### config.mk
export PLATFORM = sky130hd
export DESIGN_NAME = clock_divider_prog
export DESIGN_NICKNAME = d
export VERILOG_FILES = /design/src/rtl/clock_divider_prog.sv
export SDC_FILE = /design/constraint.sdc
export NUM_CORES = 1
export LEC_CHECK = 0
export CAP_MARGIN = 20
export CORE_ASPECT_RATIO = 0.8
export CORE_MARGIN = 2
export CORE_UTILIZATION = 50
export CTS_CLUSTER_DIAMETER = 60
export DETAILED_ROUTE_END_ITERATION = 16
export GPL_ROUTABILITY_DRIVEN = 0
export PLACE_DENSITY = 0.73
export REMOVE_ABC_BUFFERS = 1
export SYNTH_ARGS = -nofsm -noshare
export SYNTH_HDL_FRONTEND = slang
export SYNTH_SLANG_ARGS = --single-unit
### constraint.sdc
create_clock -name clk_in -period 3.3 [get_ports clk_in]
set_input_delay 0.66 -clock clk_in [delete_from_list [all_inputs] [get_ports clk_in]]
set_output_delay 0.66 -clock clk_in [all_outputs]
set_load 0.02 [all_outputs]
### src/rtl/clock_divider_prog.sv
// Runtime-programmable clock divider.
// Divides clk_in by a loadable period (div) with a loadable high time (high).
// New settings arrive through a valid/ready handshake. They are applied only
// at a period boundary (or while idle), so clk_out never glitches.
//
// Ports:
//   clk_in    - system clock, rising edge
//   reset_n   - asynchronous active-low reset
//   enable    - 1 = run, 0 = stop and hold clk_out low
//   div_val   - requested period in clk_in cycles (values below 2 are stored as 2)
//   high_val  - requested high time in clk_in cycles
//   cfg_valid - div_val/high_val are valid this cycle
//   cfg_ready - a config can be accepted (no config pending), registered
//   clk_out   - divided clock, registered
//   tick      - one-cycle pulse on the first cycle of each period, registered
//   active    - 1 while running, registered
module clock_divider_prog #(
    parameter int unsigned CNT_W    = 16,
    parameter int unsigned DEF_DIV  = 1024,
    parameter int unsigned DEF_HIGH = 512
) (
    input  logic             clk_in,
    input  logic             reset_n,
    input  logic             enable,
    input  logic [CNT_W-1:0] div_val,
    input  logic [CNT_W-1:0] high_val,
    input  logic             cfg_valid,
    output logic             cfg_ready,
    output logic             clk_out,
    output logic             tick,
    output logic             active
);

    typedef enum logic {
        ST_IDLE = 1'b0,
        ST_RUN  = 1'b1
    } state_t;

    localparam logic [CNT_W-1:0] MIN_DIV = CNT_W'(2);

    state_t           state_q,     state_d;
    logic [CNT_W-1:0] cnt_q,       cnt_d;
    logic [CNT_W-1:0] div_q,       div_d;
    logic [CNT_W-1:0] high_q,      high_d;
    logic [CNT_W-1:0] pend_div_q,  pend_div_d;
    logic [CNT_W-1:0] pend_high_q, pend_high_d;
    logic             pending_q,   pending_d;
    logic             clk_out_q,   clk_out_d;
    logic             tick_q,      tick_d;
    logic             cfg_ready_q, cfg_ready_d;
    logic             active_q,    active_d;

    logic             accept;
    logic             wrap;
    logic             apply;
    logic [CNT_W-1:0] new_high;
    logic [CNT_W-1:0] cnt_inc;

    // Next-state, counter, config and output logic.
    always_comb begin
        state_d     = state_q;
        cnt_d       = cnt_q;
        div_d       = div_q;
        high_d      = high_q;
        pend_div_d  = pend_div_q;
        pend_high_d = pend_high_q;
        pending_d   = pending_q;
        clk_out_d   = 1'b0;
        tick_d      = 1'b0;
        apply       = 1'b0;

        accept   = cfg_valid & cfg_ready_q;
        wrap     = (cnt_q == (div_q - CNT_W'(1)));
        cnt_inc  = cnt_q + CNT_W'(1);
        // High time in force for a period that starts on this edge.
        new_high = pending_q ? pend_high_q : high_q;

        case (state_q)
            ST_IDLE: begin
                cnt_d = '0;
                apply = pending_q;
                if (enable) begin
                    state_d   = ST_RUN;
                    tick_d    = 1'b1;
                    clk_out_d = (new_high != '0);
                end
            end
            ST_RUN: begin
                if (!enable) begin
                    // Truncate the current period and park low.
                    state_d = ST_IDLE;
                    cnt_d   = '0;
                end else if (wrap) begin
                    apply     = pending_q;
                    cnt_d     = '0;
                    tick_d    = 1'b1;
                    clk_out_d = (new_high != '0);
                end else begin
                    cnt_d     = cnt_inc;
                    clk_out_d = (cnt_inc < high_q);
                end
            end
            default: begin
                state_d = ST_IDLE;
                cnt_d   = '0;
            end
        endcase

        if (apply) begin
            div_d     = pend_div_q;
            high_d    = pend_high_q;
            pending_d = 1'b0;
        end

        // Accept needs pending_q == 0, so it never collides with apply; a config
        // taken on a wrap cycle therefore waits for the following wrap.
        if (accept) begin
            pend_div_d  = (div_val < MIN_DIV) ? MIN_DIV : div_val;
            pend_high_d = high_val;
            pending_d   = 1'b1;
        end

        cfg_ready_d = !pending_d;
        active_d    = (state_d == ST_RUN);
    end

    // State and output registers.
    always_ff @(posedge clk_in or negedge reset_n) begin
        if (!reset_n) begin
            state_q     <= ST_IDLE;
            cnt_q       <= '0;
            div_q       <= CNT_W'(DEF_DIV);
            high_q      <= CNT_W'(DEF_HIGH);
            pend_div_q  <= '0;
            pend_high_q <= '0;
            pending_q   <= 1'b0;
            clk_out_q   <= 1'b0;
            tick_q      <= 1'b0;
            cfg_ready_q <= 1'b1;
            active_q    <= 1'b0;
        end else begin
            state_q     <= state_d;
            cnt_q       <= cnt_d;
            div_q       <= div_d;
            high_q      <= high_d;
            pend_div_q  <= pend_div_d;
            pend_high_q <= pend_high_d;
            pending_q   <= pending_d;
            clk_out_q   <= clk_out_d;
            tick_q      <= tick_d;
            cfg_ready_q <= cfg_ready_d;
            active_q    <= active_d;
        end
    end

    assign cfg_ready = cfg_ready_q;
    assign clk_out   = clk_out_q;
    assign tick      = tick_q;
    assign active    = active_q;

endmodule

; Yosys cells after proc, flatten, opt, wreduce, memory -nomap -nowiden
; Cells that the tools add are included.
[totals]
output_inout_bits = 4
register_bits = 85
elab_cells = 37
[op_classes]
n_lt_le_gt_ge = 2
mux = 18
add_sub_neg = 2
eq_ne = 1
bitwise = 2
n_reduce_logical = 2
[op_table]
columns = op, count
row1 = 2-to-1 mux 16 bit, 4
row2 = one-hot mux 16 bit (2 select lines), 1
row3 = adder 16 x 1 -> 16 bit (second input constant), 1
row4 = == test 16 bit, 1
row5 = less-than comparator 16 bit, 1
row6 = less-than comparator 16 x 2 -> 1 bit (second input constant), 1
row7 = nonzero test 16 bit, 1
row8 = subtractor 16 x 1 -> 16 bit (second input constant), 1
row9 = 2-to-1 mux 1 bit, 10
row10 = one-hot mux 1 bit (2 select lines), 3
row11 = AND 1 bit, 1
row12 = zero test 1 bit, 1
row13 = NOT 1 bit, 1

; Longest topological paths before layout
; Gate-level depths: netlist (run 1).
[depth]
ltp_word = 8
mapped_depth = 15
ltp_nobuf = 14

; Least setup slack after synthesis (run 1)
; No wires, ideal clock.
[synth_path]
kind = flip-flop to flip-flop
startpoint = register div_q[0]
endpoint = register div_q[14]
t_required_ns = 3.173
slack_ns = 0.158
stages_incl_launch_ff = 12
period_less_slack_ns = 3.142
arrival_time_ns = 3.015
path_cell_list = dfrtp_1 -> inv_1 -> ha_1 -> buf_2 -> or3b_1 -> nor4_1 -> o32ai_1 -> a2111oi_2 -> nand4_2 -> o2bb2ai_4 -> buf_12 -> mux2_1
[synth_between]
elab_chain_cells = 5
[synth_rtl]
columns = element, line_no
row1 = "start, declared", 43  ; logic [CNT_W-1:0] div_q, div_d;
row2 = "start signal, assigned", 132  ; div_q <= CNT_W'(DEF_DIV);
row3 = "start signal, assigned", 144  ; div_q <= div_d;
row4 = subtractor 16 x 1 -> 16 bit, 73  ; wrap = (cnt_q == (div_q - CNT_W'(1)));
row5 = == test 16 bit, 73
row6 = 2-to-1 mux 1 bit, 93  ; end else if (wrap) begin
row7 = 2-to-1 mux 1 bit, 89  ; if (!enable) begin
row8 = one-hot mux 1 bit (2 select lines), 78  ; case (state_q)
; No other way between the ends.
; A chain may end at the register's enable or synchronous reset.

; Worst setup path after layout (run 1)
[layout_path]
startpoint = register div_q[8]
endpoint = register high_q[1]
[layout_between]
elab_chain_cells = 5
[layout_rtl]
columns = element, line_no
row1 = subtractor 16 x 1 -> 16 bit, 73
row2 = == test 16 bit, 73
row3 = 2-to-1 mux 1 bit, 93
row4 = 2-to-1 mux 1 bit, 89
row5 = one-hot mux 1 bit (2 select lines), 78
row6 = "end signal, assigned", 133  ; high_q <= CNT_W'(DEF_HIGH);
row7 = "end signal, assigned", 145  ; high_q <= high_d;
row8 = "end, declared", 44  ; logic [CNT_W-1:0] high_q, high_d;
; No other way between the ends.

==> results of run 1 <==
[flip-flops by register name, summed over array words and instances, names as in the netlist]
signal       cells
cnt_q           16
div_q           16
high_q          16
pend_div_q      16
pend_high_q     16
active           1
cfg_ready        1
clk_out          1
pending_q        1
tick             1
[synth_stat cells (all sizes together) (4+ instances only)]
| cell | n | share of area [%] |
|---|---|---|
| dfrtp | 82 | 45 |
| buf | 7 | 1.7 |
| xor2 | 20 | 3.9 |
| a21oi | 7 | 0.77 |
| inv | 21 | 1.7 |
| and3 | 16 | 2.2 |
| o21ai | 5 | 0.55 |
| clkbuf | 7 | 0.58 |
| nand2 | 12 | 1.0 |
| mux2 | 62 | 18 |
| ha | 17 | 4.7 |
| nand3 | 13 | 1.4 |
| nor4 | 14 | 1.9 |
| xnor2 | 14 | 2.7 |
| nand4 | 9 | 1.4 |
| nor3 | 6 | 0.66 |
| nor2 | 18 | 1.5 |
| nor2b | 4 | 0.55 |
[stage by stage]
stage | area [um2] | hold slack (ns) | worst slack, ns
finish | 5370 | 0.185 | 0.148
global placement | 5050 | 0.471 | 0.261
global route | 5370 | 0.182 | 0.0343
detailed placement | 5050 | 0.486 | 0.176
CTS | 5340 | 0.500 | 0.160
floorplan | 4420 | 0.364 | -0.253
[path summary, 6_finish.rpt]
| path | start | to | cells after the start |
|---|---|---|---|
| worst min register to register | pend_div_q[14]$_DFFE_PN0P_ | div_q[14]$_DFFE_PN0P_ | 1 |
| worst min-delay path | reset_n | pend_high_q[5]$_DFFE_PN0P_ | 1 |
| min in group clk_in | pend_div_q[14]$_DFFE_PN0P_ | div_q[14]$_DFFE_PN0P_ | 1 |
| worst max-delay path | div_q[8]$_DFFE_PN0P_ | high_q[1]$_DFFE_PN0P_ | 8 |
| worst max register to register | div_q[8]$_DFFE_PN0P_ | high_q[1]$_DFFE_PN0P_ | 8 |
| max in group asynchronous | reset_n | div_q[10]$_DFFE_PN1P_ | 2 |
[worst max-delay path, delay by kind of cell, from the launching register on]
family                 cells  cell delay [ns]
flip-flops                 1             0.47
AND/OR/NAND/NOR            4             1.55
AO/OA/AOI/OAI              2             0.38
multiplexers               1             0.35
buffers and inverters      1             0.26
[cells by family (layout without fill, tap and decap cells)]
group | count (synthesis) | after routing | synth area share, %
and+or+nand+nor | 108 | 108 | 13.6
DFF | 85 | 85 | 47.1
muxes | 63 | 63 | 17.9
buffers and inverters | 35 | 87 | 4.01
AOI/OAI and AO/OA | 34 | 34 | 6.06
xor gates and xnor gates | 34 | 34 | 6.58
adders and majority gates | 17 | 17 | 4.70
[final cells by class]
type / instances / area [um2]
repair buffers: 50 / 515
clock buffers: 10 / 239
fillers: 736 / 3550
multi-input cells: 256 / 2220
inverters: 21 / 78.8
flip-flops and latches: 85 / 2130
well taps: 115 / 144
clock inverters: 6 / 47.5
[power breakdown]
group / switching [mW] / total, mW / internal, mW
registers: 0.342 / 1.73 / 1.39
logic: 0.502 / 1.20 / 0.701
clock network: 0.416 / 0.950 / 0.534
total: 1.26 / 3.89 / 2.63
[routing by layer]
layer | routed length [um] | GRT usage [%]
met1 | 4410 | 28.9
met3 | 427 | 4.74
met2 | 3990 | 30.1
met5 | 0 | 0
met4 | 132 | 7.73
[timing repair]
action,4_1_cts,5_1_grt
setup buffers,0,0
endpoints found under the setup margin,0,21
resized for setup,0,1
hold endpoints to repair,0,0
==> impl_metrics.json, run 1 <==
{
  "status": "completed",
  "finClkSkew_ns": 0.00566,
  "dp.cells": 526,
  "grt_pass1_vias": 3051,
  "rsz0062_at_grt": "no",
  "path_clk_slew_ns": 0.06,
  "vias": 3069,
  "crit_top_cell": "or4_4",
  "r2r_setup_slack_ns": 0.15,
  "yosys_warnings": 0,
  "place_hpwl_um": 6450,
  "area_growth_pct": 18.8,
  "post-route-util_pct": 60.2,
  "start_kind": "flop",
  "cts_tree": "yes",
  "portBuffers": 39,
  "finalSetupViolations": 0,
  "finalCriticalPeriod_ns": 3.15,
  "firstDrtPassIters": 4,
  "critPathArrivalTime_ns": 3.37,
  "ys_seq_area_share_pct": 47.1,
  "drt-initial-drc-count": 109,
  "grt_max_degree": 86,
  "grt_pass1_wl_um": 14900,
  "final_cells": 543,
  "leakagePower_nw": 2.46,
  "cp_max_fo": 32,
  "nets": 476,
  "end_kind": "flop",
  "remaining_drc_errors": 0,
  "critPathKind": "reg -> reg",
  "slowest_stage": "or4_4",
  "root_buffer": "clkbuf_16",
  "power_mw": 3.89,
  "fp-row-count": 31,
  "ios": 40,
  "n_antenna_cell": 0,
  "core_um2": 8920,
  "ant_nets": 0,
  "slew_viol_final": 0,
  "wl_per_cell_um": 16.5,
  "cts_buffers": 9,
  "hold_path.class": "in -> async",
  "start_util_pct": 50.7,
  "die_area_um2": 9830,
  "cts_hold_buffers": 0,
  "netlist_area_um2": 4520,
  "final-hold-violation-count": 0,
  "cts_max_level": 3,
  "irDropWorstVdd_uv": 366,
  "avgSynthCellArea_um2": 12.0,
  "die_h_um": 89.1,
  "maxCapViolCount": 0,
  "period_share_pct": 95.5,
  "syn_inst": 376,
  "cp_cell_sequence": "or4_4 -> or3_4 -> or4_4 -> a22oi_4 -> nand4_2 -> o2bb2ai_4 -> buf_12 -> mux2_1",
  "clock_latency_ns": 0.34,
  "synthArstFlopShare_pct": 100,
  "final_cell_mix": "dfrtp_1 (82), clkdlybuf4s50_1 (38), mux2_2 (30)",
  "power.density_nw_per_um2": 723,
  "track_usage_pct": 20.2,
  "synth_cell_types": 53,
  "wl_um": 8960,
  "dieWidth_um": 110,
  "maxSlewHeadroom_pct": 58.8,
  "clk_path_buf_depth": 2,
  "gr-total-overflow": 0,
  "clock-sinks": 85,
  "ys_ff_latch": 85,
  "synth_ff_type": "dfrtp_1",
  "drive_gt1_share_pct": 23.1,
  "fin_tns_setup_ns": 0,
  "routed_via_density": 5.65,
  "synth-edff-count": 0,
  "crit_required_ns": 3.52,
  "antenna_found_initial": 0,
  "max_freq_mhz": 317,
  "worstMarginPinSlew_ns": 0.613,
  "cpPeakStageDelay_ns": 0.57,
  "layout_commonest_cell": "dfrtp_1"
}
(Power assumes the default switching activity.)
==> inputs of run 2 (changes only) <==
--- a/config.mk
+++ b/config.mk
@@ -13,6 +13,7 @@
 export DETAILED_ROUTE_END_ITERATION = 16
 export GPL_ROUTABILITY_DRIVEN = 0
 export PLACE_DENSITY = 0.73
+export RECOVER_POWER = 50
 export REMOVE_ABC_BUFFERS = 1
 export SYNTH_ARGS = -nofsm -noshare
 export SYNTH_HDL_FRONTEND = slang
==> run 2 against run 1 <==
The flow now finishes with violations (max-capacitance violations, max-slew violations). First-iteration DRC count decreased by 0.92%. Die area is the same. Largest cell class unchanged. Sequential share of layout area increased by 0.34 points. Sequential power about the same. Setup slack gained 0.0023 ns. Cell count is the same. Cell area is 0.86% lower. Hold slack better by 0.22 ns. Critical path depth unchanged. Routed wire length unchanged.
==> impl_metrics.json, run 2 (synthesis gave the netlist of run 1 again) <==
{
  "status": "finished with violations",
  "violations": "max-capacitance violations, max-slew violations",
  "layout_commonest_cell": "dfrtp_1",
  "whs_ns": 0.404,
  "irDropWorstVdd_uv": 365,
  "power_mw": 3.88,
  "met2_usage_pct": 30.1,
  "critPathArrivalTime_ns": 3.37,
  "crit_buf_inv": 1,
  "antenna_found_initial": 0,
  "wl_per_cell_um": 16.5,
  "cts_tree": "yes",
  "power.density_nw_per_um2": 728,
  "cts_max_level": 3,
  "hold_path.class": "in -> async",
  "grt_max_degree": 86,
  "grt_pass1_vias": 3051,
  "die_area_um2": 9830,
  "finalSetupViolations": 0,
  "path_clk_slew_ns": 0.06,
  "root_buffer": "clkbuf_16",
  "nets": 476,
  "maxSlewHeadroom_pct": -19.1,
  "path_delay_family": "simple AND/OR/NAND/NOR gates",
  "remaining_drc_errors": 0,
  "finalCriticalPeriod_ns": 3.15,
  "final-hold-violation-count": 0,
  "cts_hold_buffers": 0,
  "core_um2": 8920,
  "dieWidth_um": 110,
  "gr-total-overflow": 0,
  "crit_top_cell": "or4_4",
  "grt_pass1_wl_um": 14900,
  "rsz0062_at_grt": "no",
  "maxCapViolCount": 2,
  "ios": 40,
  "clk_path_buf_depth": 2,
  "setup_ws_ns": 0.150,
  "post-place-ws_ns": 0.176,
  "final_cell_mix": "dfrtp_1 (82), clkdlybuf4s50_1 (38), mux2_2 (30)",
  "clock_latency_ns": 0.34,
  "cp_max_fo": 32,
  "postCtsSetupBuffers": 0,
  "r2r_setup_slack_ns": 0.15,
  "cts_buffers": 9,
  "finClkSkew_ns": 0.00680,
  "max_freq_mhz": 318,
  "period_share_pct": 95.4,
  "area_growth_pct": 17.8,
  "drive_gt1_share_pct": 22.4,
  "leakagePower_nw": 2.44,
  "grtUsageMet3_pct": 4.74,
  "met1_usage_pct": 28.9,
  "start_util_pct": 50.7,
  "firstDrtPassIters": 4,
  "crit_required_ns": 3.52,
  "ant_nets": 0,
  "drt-initial-drc-count": 108,
  "wl_um": 8960,
  "clock-sinks": 85,
  "critPathKind": "reg -> reg",
  "place_hpwl_um": 6450,
  "slew_viol_final": 105,
  "cp_cell_sequence": "or4_4 -> or3_4 -> or4_4 -> a22oi_4 -> nand4_2 -> o2bb2ai_4 -> buf_12 -> mux2_1",
  "worstMarginPinSlew_ns": 1.79,
  "portBuffers": 39,
  "slowest_stage": "or4_4",
  "n_antenna_cell": 0,
  "fp-row-count": 31,
  "start_kind": "flop",
  "end_kind": "flop",
  "routed_via_density": 5.65,
  "cpPeakStageDelay_ns": 0.57,
  "die_h_um": 89.1,
  "cts_resized": 0,
  "grt-busiest-layer": "met2",
  "vias": 3070,
  "track_usage_pct": 20.2
}
[run 2: layout make-up]
class                   instances  area, um2
fillers                       745       3590
multi-input cells             256       2220
flip-flops and latches         85       2130
repair buffers                 50        469
clock buffers                  10        239
well taps                     115        144
inverters                      21       78.8
clock inverters                 6       47.5
[run 2: worst paths after layout]
| path | endpoint | depth (start not counted) | startpoint |
|---|---|---|---|
| setup / recovery | high_q[1]$_DFFE_PN0P_ | 8 | div_q[8]$_DFFE_PN0P_ |
| hold / removal | pend_high_q[15]$_DFFE_PN0P_ | 1 | reset_n |
| setup reg to reg | high_q[1]$_DFFE_PN0P_ | 8 | div_q[8]$_DFFE_PN0P_ |
| hold reg to reg | div_q[14]$_DFFE_PN0P_ | 1 | pend_div_q[14]$_DFFE_PN0P_ |
| max in group asynchronous | div_q[3]$_DFFE_PN0P_ | 2 | reset_n |
| min in group clk_in | div_q[14]$_DFFE_PN0P_ | 1 | pend_div_q[14]$_DFFE_PN0P_ |
[run 2: routing by layer]
| metal | vias to the layer above | share of wire (%) | routed length (um) |
|---|---|---|---|
| li1 | 1457 | - | - |
| met1 | 1538 | 49 | 4400 |
| met2 | 66 | 45 | 4010 |
| met3 | 9 | 4.7 | 425 |
| met4 | 0 | 1.5 | 132 |
| met5 | - | 0 | 0 |
[run 2: worst reg2reg max path, cell delays in order (launching register included)]
cell and delay, ns:
dfrtp_1 0.47, or4_4 0.57, or3_4 0.37, or4_4 0.50
a22oi_4 0.19, nand4_2 0.12, o2bb2ai_4 0.19, buf_12 0.26
mux2_1 0.36
[run 2: through the flow]
stage,TNS (ns),cells,utilization (%),area [um2]
2_1_floorplan,-7.18,362,-,4420
3_3_place_gp,0,526,56.6,5050
3_5_place_dp,0,526,56.6,5050
4_1_cts,0,542,59.8,5340
5_1_grt,0,543,59.7,5330
6_report,0,543,59.7,5330
[run 2: report_power, final]
group | internal, mW | switching, mW
logic | 0.695 | 0.500
registers | 1.39 | 0.342
clock network | 0.534 | 0.417
